### config.mk
export PLATFORM = sky130hd
export DESIGN_NAME = ifid_queue
export DESIGN_NICKNAME = d
export VERILOG_FILES = /design/src/rtl/ifid_queue_pkg.sv /design/src/rtl/ifid_queue_mem.sv /design/src/rtl/ifid_queue.sv
export SDC_FILE = /design/constraint.sdc
export NUM_CORES = 1
export LEC_CHECK = 0
export BUFFER_PORTS_ARGS = -buffer_cell sky130_fd_sc_hd__buf_2
export CAP_MARGIN = 30
export CORE_MARGIN = 2
export CORE_UTILIZATION = 50
export DETAILED_ROUTE_END_ITERATION = 12
export GPL_ROUTABILITY_DRIVEN = 0
export PLACE_DENSITY = 0.72
export RECOVER_POWER = 25
export SLEW_MARGIN = 40
export SYNTH_ARGS = -nofsm -noshare
export SYNTH_HDL_FRONTEND = slang
export SYNTH_SLANG_ARGS = --single-unit
export TNS_END_PERCENT = 10
### constraint.sdc
create_clock -name clk -period 3.78 [get_ports clk]
set_input_delay 0.189 -clock clk [delete_from_list [all_inputs] [get_ports clk]]
set_output_delay 0.189 -clock clk [all_outputs]
set_load 0.1 [all_outputs]
### src/rtl/ifid_queue_pkg.sv
// rtl/ifid_queue_pkg.sv - shared fetch/decode pipeline constants and fetch-entry type
package ifid_queue_pkg;

  localparam int          DEF_PC_W    = 16;
  localparam int          DEF_INSTR_W = 16;
  localparam logic [15:0] NOP_ENC     = 16'hb000;

  typedef struct packed {
    logic [DEF_PC_W-1:0]    pc4;
    logic [DEF_INSTR_W-1:0] instruction;
  } fetch_entry_t;

endpackage

### src/rtl/ifid_queue_mem.sv
// rtl/ifid_queue_mem.sv - entry storage, synchronous write and asynchronous indexed read
module ifid_queue_mem #(
  parameter int W     = 32,
  parameter int DEPTH = 4,
  parameter int AW    = $clog2(DEPTH)
) (
  input  logic          clk_i,
  input  logic          we_i,
  input  logic [AW-1:0] waddr_i,
  input  logic [W-1:0]  wdata_i,
  input  logic [AW-1:0] raddr_i,
  output logic [W-1:0]  rdata_o
);

  logic [W-1:0] mem_q [DEPTH];

  always_ff @(posedge clk_i) begin
    if (we_i) mem_q[waddr_i] <= wdata_i;
  end

  assign rdata_o = mem_q[raddr_i];

endmodule

### src/rtl/ifid_queue.sv
// rtl/ifid_queue.sv - DEPTH-entry FWFT queue between fetch and decode with flush bubble
module ifid_queue
  import ifid_queue_pkg::*;
#(
  parameter int                 PC_W      = DEF_PC_W,
  parameter int                 INSTR_W   = DEF_INSTR_W,
  parameter int                 DEPTH     = 4,
  parameter logic [INSTR_W-1:0] NOP_INSTR = INSTR_W'(NOP_ENC),
  parameter int                 AF_LEVEL  = DEPTH - 1
) (
  input  logic                       clk,
  input  logic                       reset_n,
  input  logic                       if_valid,
  input  logic [PC_W-1:0]            if_pc4,
  input  logic [INSTR_W-1:0]         if_instruction,
  output logic                       if_ready,
  output logic                       if_almost_full,
  input  logic                       flush,
  input  logic                       id_ready,
  output logic                       id_valid,
  output logic [PC_W-1:0]            id_pc4,
  output logic [INSTR_W-1:0]         id_instruction,
  output logic                       id_flushed,
  output logic [$clog2(DEPTH):0]     count
);

  localparam int AW = $clog2(DEPTH);
  localparam int CW = AW + 1;
  localparam int EW = PC_W + INSTR_W;

  logic [AW-1:0] wr_ptr_q, wr_ptr_d;
  logic [AW-1:0] rd_ptr_q, rd_ptr_d;
  logic [CW-1:0] count_q, count_d;
  logic          flushed_q, flushed_d;
  logic          wr_en, rd_en;
  logic [EW-1:0] head;

  // if_ready/id_valid derive from count only, so ID stalls never reach IF combinationally
  assign if_ready       = (count_q != CW'(DEPTH));
  assign id_valid       = (count_q != '0);
  assign if_almost_full = (count_q >= CW'(AF_LEVEL));
  assign count          = count_q;
  assign id_flushed     = flushed_q;

  assign wr_en = if_valid && if_ready && !flush;
  assign rd_en = id_valid && id_ready && !flush;

  ifid_queue_mem #(.W(EW), .DEPTH(DEPTH), .AW(AW)) u_mem (
    .clk_i   (clk),
    .we_i    (wr_en),
    .waddr_i (wr_ptr_q),
    .wdata_i ({if_pc4, if_instruction}),
    .raddr_i (rd_ptr_q),
    .rdata_o (head)
  );

  assign id_pc4         = id_valid ? head[EW-1:INSTR_W] : '0;
  assign id_instruction = id_valid ? head[INSTR_W-1:0]  : NOP_INSTR;

  always_comb begin
    wr_ptr_d  = wr_ptr_q;
    rd_ptr_d  = rd_ptr_q;
    count_d   = count_q;
    flushed_d = flush;
    if (flush) begin
      wr_ptr_d = '0;
      rd_ptr_d = '0;
      count_d  = '0;
    end else begin
      if (wr_en) wr_ptr_d = wr_ptr_q + AW'(1);
      if (rd_en) rd_ptr_d = rd_ptr_q + AW'(1);
      case ({wr_en, rd_en})
        2'b10:   count_d = count_q + CW'(1);
        2'b01:   count_d = count_q - CW'(1);
        default: count_d = count_q;
      endcase
    end
  end

  always_ff @(posedge clk or posedge reset_n) begin
    if (reset_n) begin
      wr_ptr_q  <= '0;
      rd_ptr_q  <= '0;
      count_q   <= '0;
      flushed_q <= 1'b0;
    end else begin
      wr_ptr_q  <= wr_ptr_d;
      rd_ptr_q  <= rd_ptr_d;
      count_q   <= count_d;
      flushed_q <= flushed_d;
    end
  end

endmodule

[After elaboration in Yosys (flattened, before gate mapping)]
Memories as Yosys holds them, arrays and structs flattened.
Index checks and enable logic that the tools add are counted.
Cells by class
  reductions and logical operators: 9
  add/sub/neg operators: 4
  order comparisons: 1
  muxes and demuxes: 10
  eq/ne operators: 3
Operators by type and width (count)
  two-way mux 16 bit: 2
  two-way mux 2 bit: 4
  case mux 3 bit (2 select lines): 1
  nonzero test 3 bit: 2
  adder 2 x 1 -> 2 bit (second input constant): 2
  logical AND 1 bit: 4
  nonzero test 2 bit: 2
  adder 3 x 1 -> 3 bit (second input constant): 1
  greater-or-equal comparator 3 x 2 -> 1 bit (second input constant): 1
  two-way mux 3 bit: 1
  != test 3 bit (second input constant): 1
  subtractor 3 x 1 -> 3 bit (second input constant): 1
  == test 2 x 1 -> 1 bit (second input constant): 1
  == test 2 bit (second input constant): 1
  two-way mux 1 bit: 2
  zero test 1 bit: 1
Storage, ports and cells
  input port bits: 37
  memories kept: 1
  memory bits (writable): 128
  logic and storage cells: 32
  flip-flop bits (word level): 8
Memory list
  u_mem.mem_q: words 4, width 32, rd ports 1, clocked after memory_dff 0, wr ports 1, line ifid_queue_mem.sv:15  | logic [W-1:0] mem_q [DEPTH];

[Depth between registers and ports, before layout]
Gate-level depths: netlist of run 1.
  depth in word-level cells: 6
  mapped depth: 8
  mapped depth without buffers: 7

[Hierarchy]
From an unflattened synthesis of run 1, not the netlist that was laid out.
Second synthesis, totals
  cell total of the unflattened synthesis: 269
  area, all modules: 5489.0 um^2
Modules (own cells, without submodules)
  ifid_queue_mem: area an instance 4689.5 um^2, instances 1, cells an instance 171, seq. area each 3843.7 um^2
  ifid_queue: area an instance 799.5 um^2, instances 1, cells an instance 98, seq. area each 200.2 um^2

[Worst setup path before layout of run 1]
OpenSTA, ideal clock, no wires.
  path kind: register to output
  start point: register count_q[1], in the netlist count[1]
  end point: output id_instruction[0]
  data required time: 3591 ps
  buffers on the path: 2
  data arrival time: 2950 ps
  slack: 641 ps
  cell stages (with the launch flop): 5
  cell sequence: dfrtp_1 > buf_2 > nor3_2 > clkbuf_1 > nor2b_1
On the way
  word-level cells in the longest chain between the ends: 2
Ends and longest elaborated chain
  from (decl): line ifid_queue.sv:33  | logic [CW-1:0] count_q, count_d;
  from (signal assigned): line ifid_queue.sv:89  | count_q <= count_d;
  nonzero test 3 bit: line ifid_queue.sv:40  | assign id_valid = (count_q != '0);
  two-way mux 16 bit: line ifid_queue.sv:58  | assign id_instruction = id_valid ? head[INSTR_W-1:0] : NOP_INSTR;
  to (decl): line ifid_queue.sv:22  | output logic [INSTR_W-1:0] id_instruction,
No other way between the ends.

[Final worst setup path of run 1]
  start point: register rd_ptr_q[0]
  end point: output id_instruction[15]
On the way
  word-level cells in the longest chain between the ends: 2
Ends and longest elaborated chain
  from (decl): line ifid_queue.sv:32  | logic [AW-1:0] rd_ptr_q, rd_ptr_d;
  from (signal assigned): line ifid_queue.sv:88  | rd_ptr_q <= rd_ptr_d;
  memory read (4 x 32 bit)
  two-way mux 16 bit: line ifid_queue.sv:58
No other way between the ends.

==> reports/results.txt, run 1 <==
share of layout cells above drive strength 1: 32.2%
Rows: 38
DRC errors left: 0
Tmin final: 2.70 ns
first-pass GRT wire length: 15,300 um
core outline area: 10,700 um2
GRT overflow: 0
H-tree levels: 4
detailed-route wire length per cell: 18.0 um
CP Cell Sequence: buf_4 > mux4_2 > or2_1 > buf_2
Slowest-stage cell, CP: dfrtp_4
Synthesized Nets: 314
WP data arrival: 2.51 ns
Worst Setup Start Kind: flip-flop
LEAKAGE: 2.36 nW
Final #Nets: 428
final hold vios: 0
clock buffer depth: 2
post-synthesis cell count: 272
DP Area: 5930 um2
Post-synth ARST share: 5.88%
Yosys cell types: 34
max incr delay on CP: 0.75 ns
Netlist Area Pre-Place: 5440 um2
Max IR drop VDD: 260 uV
largest net degree at the start of global routing: 34
worst setup path class: flip-flop to output pin
PortBufs: 75
post-CTS setup buffers: 0
Final Cell Area: 6820 um2
CTS Buf Count: 17
Worst Skew: 0.00900 ns
First-pass DRT Iterations: 5
clk_lat worst skew: 0.51 ns
Mean Syn Cell Area: 20.0 um2
die height: 108 um
PostCTS Resize Cnt: 0
Final setup viols: 0
fill count: 783
antenna cells: 0
clock sink count: 136
number of enable flip-flop cells after synthesis: 128
status: completed
I/O pins: 76
Routed Antenna Nets: 0
Worst EP required: 3.59 ns
flop and latch count out of synthesis: 136
CP endpoint kind: output pin
clk root buf: clkbuf_8
Post-DP HPWL: 5600 um
gr usage total: 18.0%
vias post-DR: 2,857
Initial Util: 50.6%
number of global-route vias before repair: 2,993
via/cell ratio: 5.31
CTS tree: built
PwrDens: 605 nW/um2
Slew HR: 65.7%
clock slew at reported path FFs: 0.06 ns
Seq/Total Area, Yosys: 74.4%
Worst Max-Slew Pin Slew: 0.514 ns
Iteration-0 DRC Markers: 169
Die ar.: 11,700 um2
final period utilization: 71.5%
Layout Area Growth over Synthesis: 25.4%
max-slew violations: 0
wirelength, routed: 9660 um
worst-path fanout max: 25
Hold Path Class: primary input to flip-flop
die width: 108 um
Max-Cap Viols: 0
fmax: 370 MHz
predominant post-synthesis flop cell: edfxtp_1
synth warn: 0
RSZ-0062 raised after global routing: no
initial antenna violation count: 0
TNS Setup: 0 ns
-- power breakdown --
part	leakage, nW	switching [mW]	total [mW]	internal, mW
sequential	1.26	0.0503	1.75	1.70
combinational	0.818	0.606	0.810	0.204
clock	0.276	0.575	1.57	0.992
-- worst paths after layout --
check / from / endpoint / slack, ns / depth (start not counted)
min: if_valid / wr_ptr_q[1]$_DFFE_PP0P_ / 0.05 / 3
max in group asynchronous: reset_n / rd_ptr_q[1]$_DFFE_PP0P_ / 3.33 / 3
min reg2reg: wr_ptr_q[1]$_DFFE_PP0P_ / wr_ptr_q[1]$_DFFE_PP0P_ / 0.63 / 2
max reg2reg: count[0]$_DFFE_PP0P_ / count[1]$_DFFE_PP0P_ / 1.61 / 5
min in group asynchronous: reset_n / id_flushed$_DFF_PP0_ / 0.17 / 3
max: rd_ptr_q[0]$_DFFE_PP0P_ / id_instruction[15] / 1.08 / 4
-- synth_stat cells (4+ instances only) --
library cell    n  area, um2
ha_1            4       50.1
buf_2           8       40.0
nand3_1         4       20.0
edfxtp_1      128       3840
clkbuf_1        4       15.0
buf_6           4       45.0
inv_1           9       33.8
mux4_2         32        721
a21oi_1         4       20.0
and2_1          5       31.3
dfrtp_1         8        200
nor2b_1        29        181
-- cell usage in the layout (no fill, tap or decap), types with 4 or more instances in the layout --
cell / synthesis / routed
edfxtp_1: 128 / 128
buf_2: 8 / 56
dlygate4sd3_1: 0 / 34
mux4_2: 32 / 32
nor2b_1: 29 / 29
clkbuf_1: 4 / 19
clkbuf_16: 0 / 16
inv_1: 9 / 9
dfrtp_1: 8 / 6
nand3_1: 4 / 4
a21oi_1: 4 / 4
and2_4: 0 / 4
ha_1: 4 / 4
-- what timing repair did --
item / CTS / global route
hold endpoints to repair: 144 / 0
hold buffers: 34 / 0
endpoints found under the setup margin: 0 / 0
-- metrics by stage --
step / power (mW) / setup slack [ns] / std cells / hold WS, ns / utilization, %
final: 4.13 / 1.08 / 538 / 0.0487 / 63.5
after global routing: 4.26 / 0.895 / 538 / 0.0459 / 63.5
after CTS: 4.16 / 0.782 / 538 / 0.0201 / 63.6
after detailed placement: 2.57 / 1.35 / 473 / 0.156 / 55.2
after global placement: 2.56 / 1.36 / 473 / 0.151 / 55.1
after floorplan: 2.44 / 0.641 / 272 / 0.00466 / -
-- cell type report --
cell class | instances | area [um2] | share of cell area, %
Sequential cell | 136 | 4050 | 59.4
Multi-Input combinational cell | 110 | 1270 | 18.7
Timing Repair Buffer | 112 | 714 | 10.5
Clock buffer | 17 | 414 | 6.07
Tap cell | 140 | 175 | 2.57
Clock inverter | 14 | 158 | 2.31
Inverter | 9 | 33.8 | 0.495
-- registers in the layout, indices dropped and copies added (netlist names) --
name and count:
count 3, id_flushed 1, rd_ptr_q 2, u_mem.mem_q 128, wr_ptr_q 2
-- worst max-delay path, delay by kind of cell (launching register included) --
| kind | cells | cell delay, ns |
|---|---|---|
| and+or+nand+nor | 1 | 0.21 |
| muxes | 1 | 0.49 |
| DFF | 1 | 0.75 |
| buffers and inverters | 2 | 0.55 |
-- cells by family (layout without fill, tap and decap cells) --
family          after synthesis  count (layout)  share of synthesized area, %
fa+ha+maj                     5               5                          1.29
compound gates               16              16                          2.00
mux                          33              33                          13.5
flops                       136             136                          74.4
xor+xnor                      3               3                         0.483
simple gates                 53              53                          5.89
buf+inv                      26             152                          2.53
-- routing by layer --
layer / track usage, % / share of wire [%] / up-vias
li1: - / - / 1305
met4: 7.88 / 1.3 / 0
met1: 22.6 / 43 / 1453
met2: 29.6 / 51 / 85
met5: 0 / 0 / -
met3: 5.24 / 4.3 / 14
No activity file was read; power rests on OpenSTA's default activity.
==> run 2, diff against run 1 <==
clock period = 2.6 ns   (was 3.78 ns; I/O delays follow)
==> reports/results.txt, run 2 (same netlist as run 1, synthesis figures left out) <==
status: completed
Worst Setup Start Kind: flip-flop
commonest cells after routing, fill and taps aside: edfxtp_1, buf_2, dlygate4sd3_1
vias post-DR: 2,837 (-0.70%)
CP Cell Sequence: buf_4 > mux4_2 > or2_1 > buf_2
clock buffer depth: 2 (unchanged)
worst setup path class: flip-flop to output pin
number of global-route vias before repair: 2,953 (-1.3%)
core outline area: 10,700 um2 (unchanged)
fmax: 409 MHz
wirelength, routed: 9850 um (+2.0%)
Hold Path Class: primary input to flip-flop
Most flops, register: u_mem.mem_q
Tmin final: 2.44 ns
Rows: 38 (unchanged)
worst-path fanout max: 20 (-20%)
detailed-route wire length per cell: 18.0 um (about the same)
fill count: 764 (-2.4%)
WP data arrival: 2.31 ns (-0.20 ns)
CP top delay family: buffers and inverters
clock sink count: 136 (unchanged)
I/O pins: 76 (unchanged)
Worst Skew: 0.0104 ns (+0.00143 ns)
max reg flops: 128 (unchanged)
Slowest-stage cell, CP: mux4_2
Worst Max-Slew Pin Slew: 0.506 ns (-0.00787 ns)
CTS Buf Count: 17 (unchanged)
die height: 108 um (unchanged)
TNS Setup: 0 ns (unchanged)
Initial Util: 50.6% (unchanged)
Routed Antenna Nets: 0 (unchanged)
Crit path depth: 4 (unchanged)
GRT overflow: 0 (unchanged)
PwrDens: 852 nW/um2 (+41%)
DP Area: 6040 um2 (+1.9%)
commonest non-fill, non-tap cell in the layout: edfxtp_1
via/cell ratio: 5.18 (-2.5%)
PortBufs: 75 (unchanged)
die width: 108 um (unchanged)
Die ar.: 11,700 um2 (unchanged)
Sequential Area: 4050 um2 (-0.12%)
first-pass GRT wire length: 15,400 um (+0.45%)
DRC errors left: 0 (unchanged)
Max-Cap Viols: 0 (unchanged)
multi-input logic area: 1270 um2 (-0.39%)
Final Cell Area: 6900 um2 (+1.1%)
CTS tree: built
Worst EP required: 2.47 ns (-1.12 ns)
largest net degree at the start of global routing: 23 (-32%)
final period utilization: 94.0%
RSZ-0062 raised after global routing: no
max-slew violations: 0 (unchanged)
Max IR drop VDD: 434 uV (+67%)
final hold vios: 0 (unchanged)
R2R depth: 5 (unchanged)
clock slew at reported path FFs: 0.06 ns (about the same)
Final setup viols: 0 (unchanged)
Slew HR: 66.2% (+0.42 points)
Post-DP HPWL: 6140 um (+9.7%)
max incr delay on CP: 0.54 ns (-0.21 ns)
clk_lat worst skew: 0.51 ns (about the same)
Layout Area Growth over Synthesis: 26.8%
clk root buf: clkbuf_8
gr usage total: 18.5% (+0.41 points)
LEAKAGE: 2.39 nW (+1.5%)
H-tree levels: 4 (unchanged)
CP endpoint kind: output pin
Iteration-0 DRC Markers: 126 (-25%)
Bufs and invs on worst path: 2 (unchanged)
share of layout cells above drive strength 1: 32.2% (about the same)
Final #Nets: 436 (+1.9%)
final hold slack: 0.0682 ns (+0.0195 ns)
First-pass DRT Iterations: 4 (-1)
initial antenna violation count: 1 (+1)
hold depth: 3 (unchanged)
-- run 2: changes by cell type in the layout (fill, tap and decap cells not counted), moves of 3 or more --
cell      previous run  this run
and2_2               0         4
clkbuf_1            19        22
buf_12               0         5
and2_4               4         0
-- run 2: tightest hold or removal path: stages --
cell and delay [ns]:
buf_2 0.18, nand2b_1 0.13, a311oi_1 0.09
-- run 2: routing by layer --
layer	vias to the layer above	share of wire [%]	wire, um	global-route usage [%]
met3	12	4.4	438	5.85
met5	-	0	0	0
met1	1431	42	4090	21.9
met2	73	53	5200	31.6
li1	1321	-	-	-
met4	0	1.3	124	7.14
-- run 2: path summary, 6_finish.rpt --
kind	startpoint	endpoint	slack [ns]
worst max-delay path	rd_ptr_q[0]$_DFFE_PP0P_	id_instruction[12]	0.16
worst min-delay path	id_ready	count[2]$_DFFE_PP0P_	0.07
worst max register to register	count[0]$_DFFE_PP0P_	count[1]$_DFFE_PP0P_	0.53
worst min register to register	wr_ptr_q[1]$_DFFE_PP0P_	wr_ptr_q[1]$_DFFE_PP0P_	0.61
max in group asynchronous	reset_n	rd_ptr_q[1]$_DFFE_PP0P_	2.23
min in group asynchronous	reset_n	id_flushed$_DFF_PP0_	0.11
-- run 2: what timing repair did --
item,4_1_cts,5_1_grt
hold buffers,35,0
endpoints found under the hold margin,144,0
gates resized for setup,0,0
setup buffers,0,0
-- run 2: layout make-up --
type | count | share of cell area (%)
inverter | 9 | 0.490
multi-input combinational | 110 | 18.4
timing repair buffer | 120 | 12.2
clock buffer | 19 | 6.11
clock inverter | 13 | 1.61
antenna | 1 | 0.0363
sequential | 136 | 58.7
tap | 140 | 2.54
-- run 2: per-stage QoR --
stage	setup WS (ns)	instances	total power, mW	util (%)
2_1_floorplan	-0.480	272	3.54	-
3_3_place_gp	0.636	480	3.74	56.2
3_5_place_dp	0.551	480	3.76	56.2
4_1_cts	0.0967	547	5.92	64.4
5_1_grt	0.0137	548	6.08	64.2
6_report	0.156	548	5.88	64.2
-- run 2: power by group --
part           internal [mW]  total, mW  leakage [nW]  switching [mW]
Sequential              2.47       2.50          1.27          0.0366
Clock                   1.33       2.13         0.263           0.800
Combinational          0.315       1.24         0.867           0.921
Total                   4.12       5.88          2.39            1.76
==> run 3, diff against run 2 <==
BUFFER_PORTS_ARGS = default   (was -buffer_cell sky130_fd_sc_hd__buf_2)
DONT_BUFFER_PORTS = 1   (was default)
PLACE_DENSITY = 0.66   (was 0.72)
RECOVER_POWER = default   (was 25)
REMOVE_ABC_BUFFERS = 1   (was default)
==> reports/results.txt, run 3 (same netlist as run 1, synthesis figures left out) <==
LEAKAGE: 2.49 nW (+4.0%)
CTS tree: built
fill count: 731 (-4.3%)
commonest non-fill, non-tap cell in the layout: edfxtp_1
PortBufs: 0 (-100%)
post-CTS setup buffers: 0 (unchanged)
antenna cells: 0 (-1)
first-pass GRT wire length: 16,500 um (+7.4%)
final hold slack: 0.0247 ns (-0.0435 ns)
vias post-DR: 2,815 (-0.78%)
Die ar.: 11,700 um2 (unchanged)
Max-Cap Viols: 0 (unchanged)
clock buffer depth: 2 (unchanged)
dpl cells: 444 (-7.5%)
Max IR drop VDD: 476 uV (+9.5%)
Rows: 38 (unchanged)
Worst Skew: 0.00679 ns (-0.00364 ns)
Final #Nets: 404 (-7.3%)
max reg flops: 128 (unchanged)
reg2reg start: count[0]$_DFFE_PP0P_
Power Total: 6.50 mW (+11%)
core outline area: 10,700 um2 (unchanged)
combinational share of power: 22.9% (+1.9 points)
CTS Buf Count: 17 (unchanged)
Worst Setup Start Kind: flip-flop
PwrDens: 886 nW/um2 (+4.0%)
P_sw: 1.87 mW (+6.2%)
R2R depth: 7 (+2)
clock slew at reported path FFs: 0.06 ns (about the same)
Most flops, register: u_mem.mem_q
die height: 108 um (unchanged)
fmax: 421 MHz (+2.8%)
DRC errors left: 0 (unchanged)
CP endpoint kind: output pin
WP data arrival: 2.25 ns (-0.06 ns)
GRT overflow: 0 (unchanged)
crit path capture: id_pc4[8]
max-slew violations: 0 (unchanged)
worst setup path class: flip-flop to output pin
switching share of total power: 28.7% (-1.2 points)
clock sink count: 136 (unchanged)
largest net degree at the start of global routing: 34 (+48%)
Sequential Power Share: 38.8% (-3.8 points)
via/cell ratio: 5.48 (+5.8%)
Final setup viols: 0 (unchanged)
Slew HR: 41.9% (-24 points)
FF-to-FF setup slack: 0.43 ns (-0.10 ns)
Iteration-0 DRC Markers: 176 (+40%)
Worst EP required: 2.47 ns (about the same)
worst-path fanout max: 15 (-25%)
final hold vios: 0 (unchanged)
share of layout cells above drive strength 1: 39.8% (+7.7 points)
RSZ-0062 raised after global routing: no
wirelength, routed: 10,300 um (+4.8%)
I/O pins: 76 (unchanged)
Hold Path Class: primary input to flip-flop
clock network power share: 38.3% (+2.0 points)
Layout Cells excl Fill: 514 (-6.2%)
detailed-route wire length per cell: 20.1 um (+12%)
worst reg2reg endpoint: count[1]$_DFFE_PP0P_
multi-input logic area: 1340 um2 (+5.7%)
Layout Area Growth over Synthesis: 34.9%
commonest cells after routing, fill and taps aside: edfxtp_1, dlygate4sd3_1, mux4_2
Routed Antenna Nets: 0 (unchanged)
initial antenna violation count: 0 (-1)
Tmin final: 2.38 ns (-0.0665 ns)
Critical path origin: rd_ptr_q[0]$_DFFE_PP0P_
Post-DP HPWL: 6340 um (+3.2%)
Sequential Area: 4050 um2 (about the same)
gr usage total: 19.7% (+1.3 points)
Initial Util: 50.6% (unchanged)
First-pass DRT Iterations: 4 (unchanged)
internal power: 4.63 mW (+13%)
die width: 108 um (unchanged)
clk_lat worst skew: 0.52 ns (about the same)
number of global-route vias before repair: 3,048 (+3.2%)
H-tree levels: 4 (unchanged)
status: completed
final period utilization: 91.4% (-2.6 points)
Worst Max-Slew Pin Slew: 0.873 ns (+0.367 ns)
clk root buf: clkbuf_8
## run 3: cell types whose count changed in the layout (fill, tap and decap cells not counted), sizes merged
cell         delta
buf            -16
bufinv          +3
clkbuf         -22
clkinv          -5
clkinvlp        +2
diode           -1
dlygate4sd3     +4
inv             +1
## run 3: layout make-up
type	count	area share (%)
Inverter	9	0.460
Clock buffer	17	5.64
Clock inverter	14	2.80
Sequential cell	136	55.2
Timing Repair Buffer	88	15.3
Multi-Input combinational cell	110	18.3
Tap cell	140	2.39
## run 3: critical path: stages, from the launching register on
cell     delay, ns
dfrtp_4       0.58
buf_12        0.22
mux4_2        0.52
nor2b_2       0.17
buf_4         0.24
## run 3: how the worst min path moves through the flow
stage          startpoint                   end  slack, ns  cells after the start
6_report         id_ready  count[2]$_DFFE_PP0P_       0.02                      3
5_1_grt          id_ready  count[2]$_DFFE_PP0P_       0.03                      3
4_1_cts          id_ready  count[2]$_DFFE_PP0P_     0.0004                      3
3_5_place_dp      reset_n  id_flushed$_DFF_PP0_      0.002                      1
3_3_place_gp      reset_n  id_flushed$_DFF_PP0_     -0.003                      1
2_1_floorplan     reset_n  count[0]$_DFFE_PP0P_      -0.05                      1
## run 3: power by group through the flow
stage / logic, mW / registers, mW / clock network (mW)
floorplan: 0.893 / 2.61 / 0
global placement: 1.42 / 2.56 / 0
detailed placement: 1.43 / 2.57 / 0
CTS: 1.50 / 2.52 / 2.53
global route: 1.55 / 2.53 / 2.63
finish: 1.49 / 2.52 / 2.49
## run 3: metrics by stage
stage,util [%],setup WS (ns),cell area [um2],TNS [ns]
after floorplan,-,-0.735,5340,-47.21
after global placement,58.9,0.574,6330,0
after detailed placement,58.9,0.457,6330,0
after CTS,68.3,0.0666,7340,0
after global routing,68.3,0.0838,7340,0
final,68.3,0.222,7340,0
## run 3: metal layers
layer	vias to the layer above	wire length, um	track usage [%]
met2	80	5630	33.9
met1	1463	4170	24.4
met5	-	0	0
li1	1263	-	-
met3	9	449	6.69
met4	0	76	4.67
## run 3: what timing repair did
item,4_1_cts,5_1_grt
hold buffers,39,0
endpoints found under the setup margin,0,1
endpoints found under the hold margin,144,0
gates resized for setup,0,1
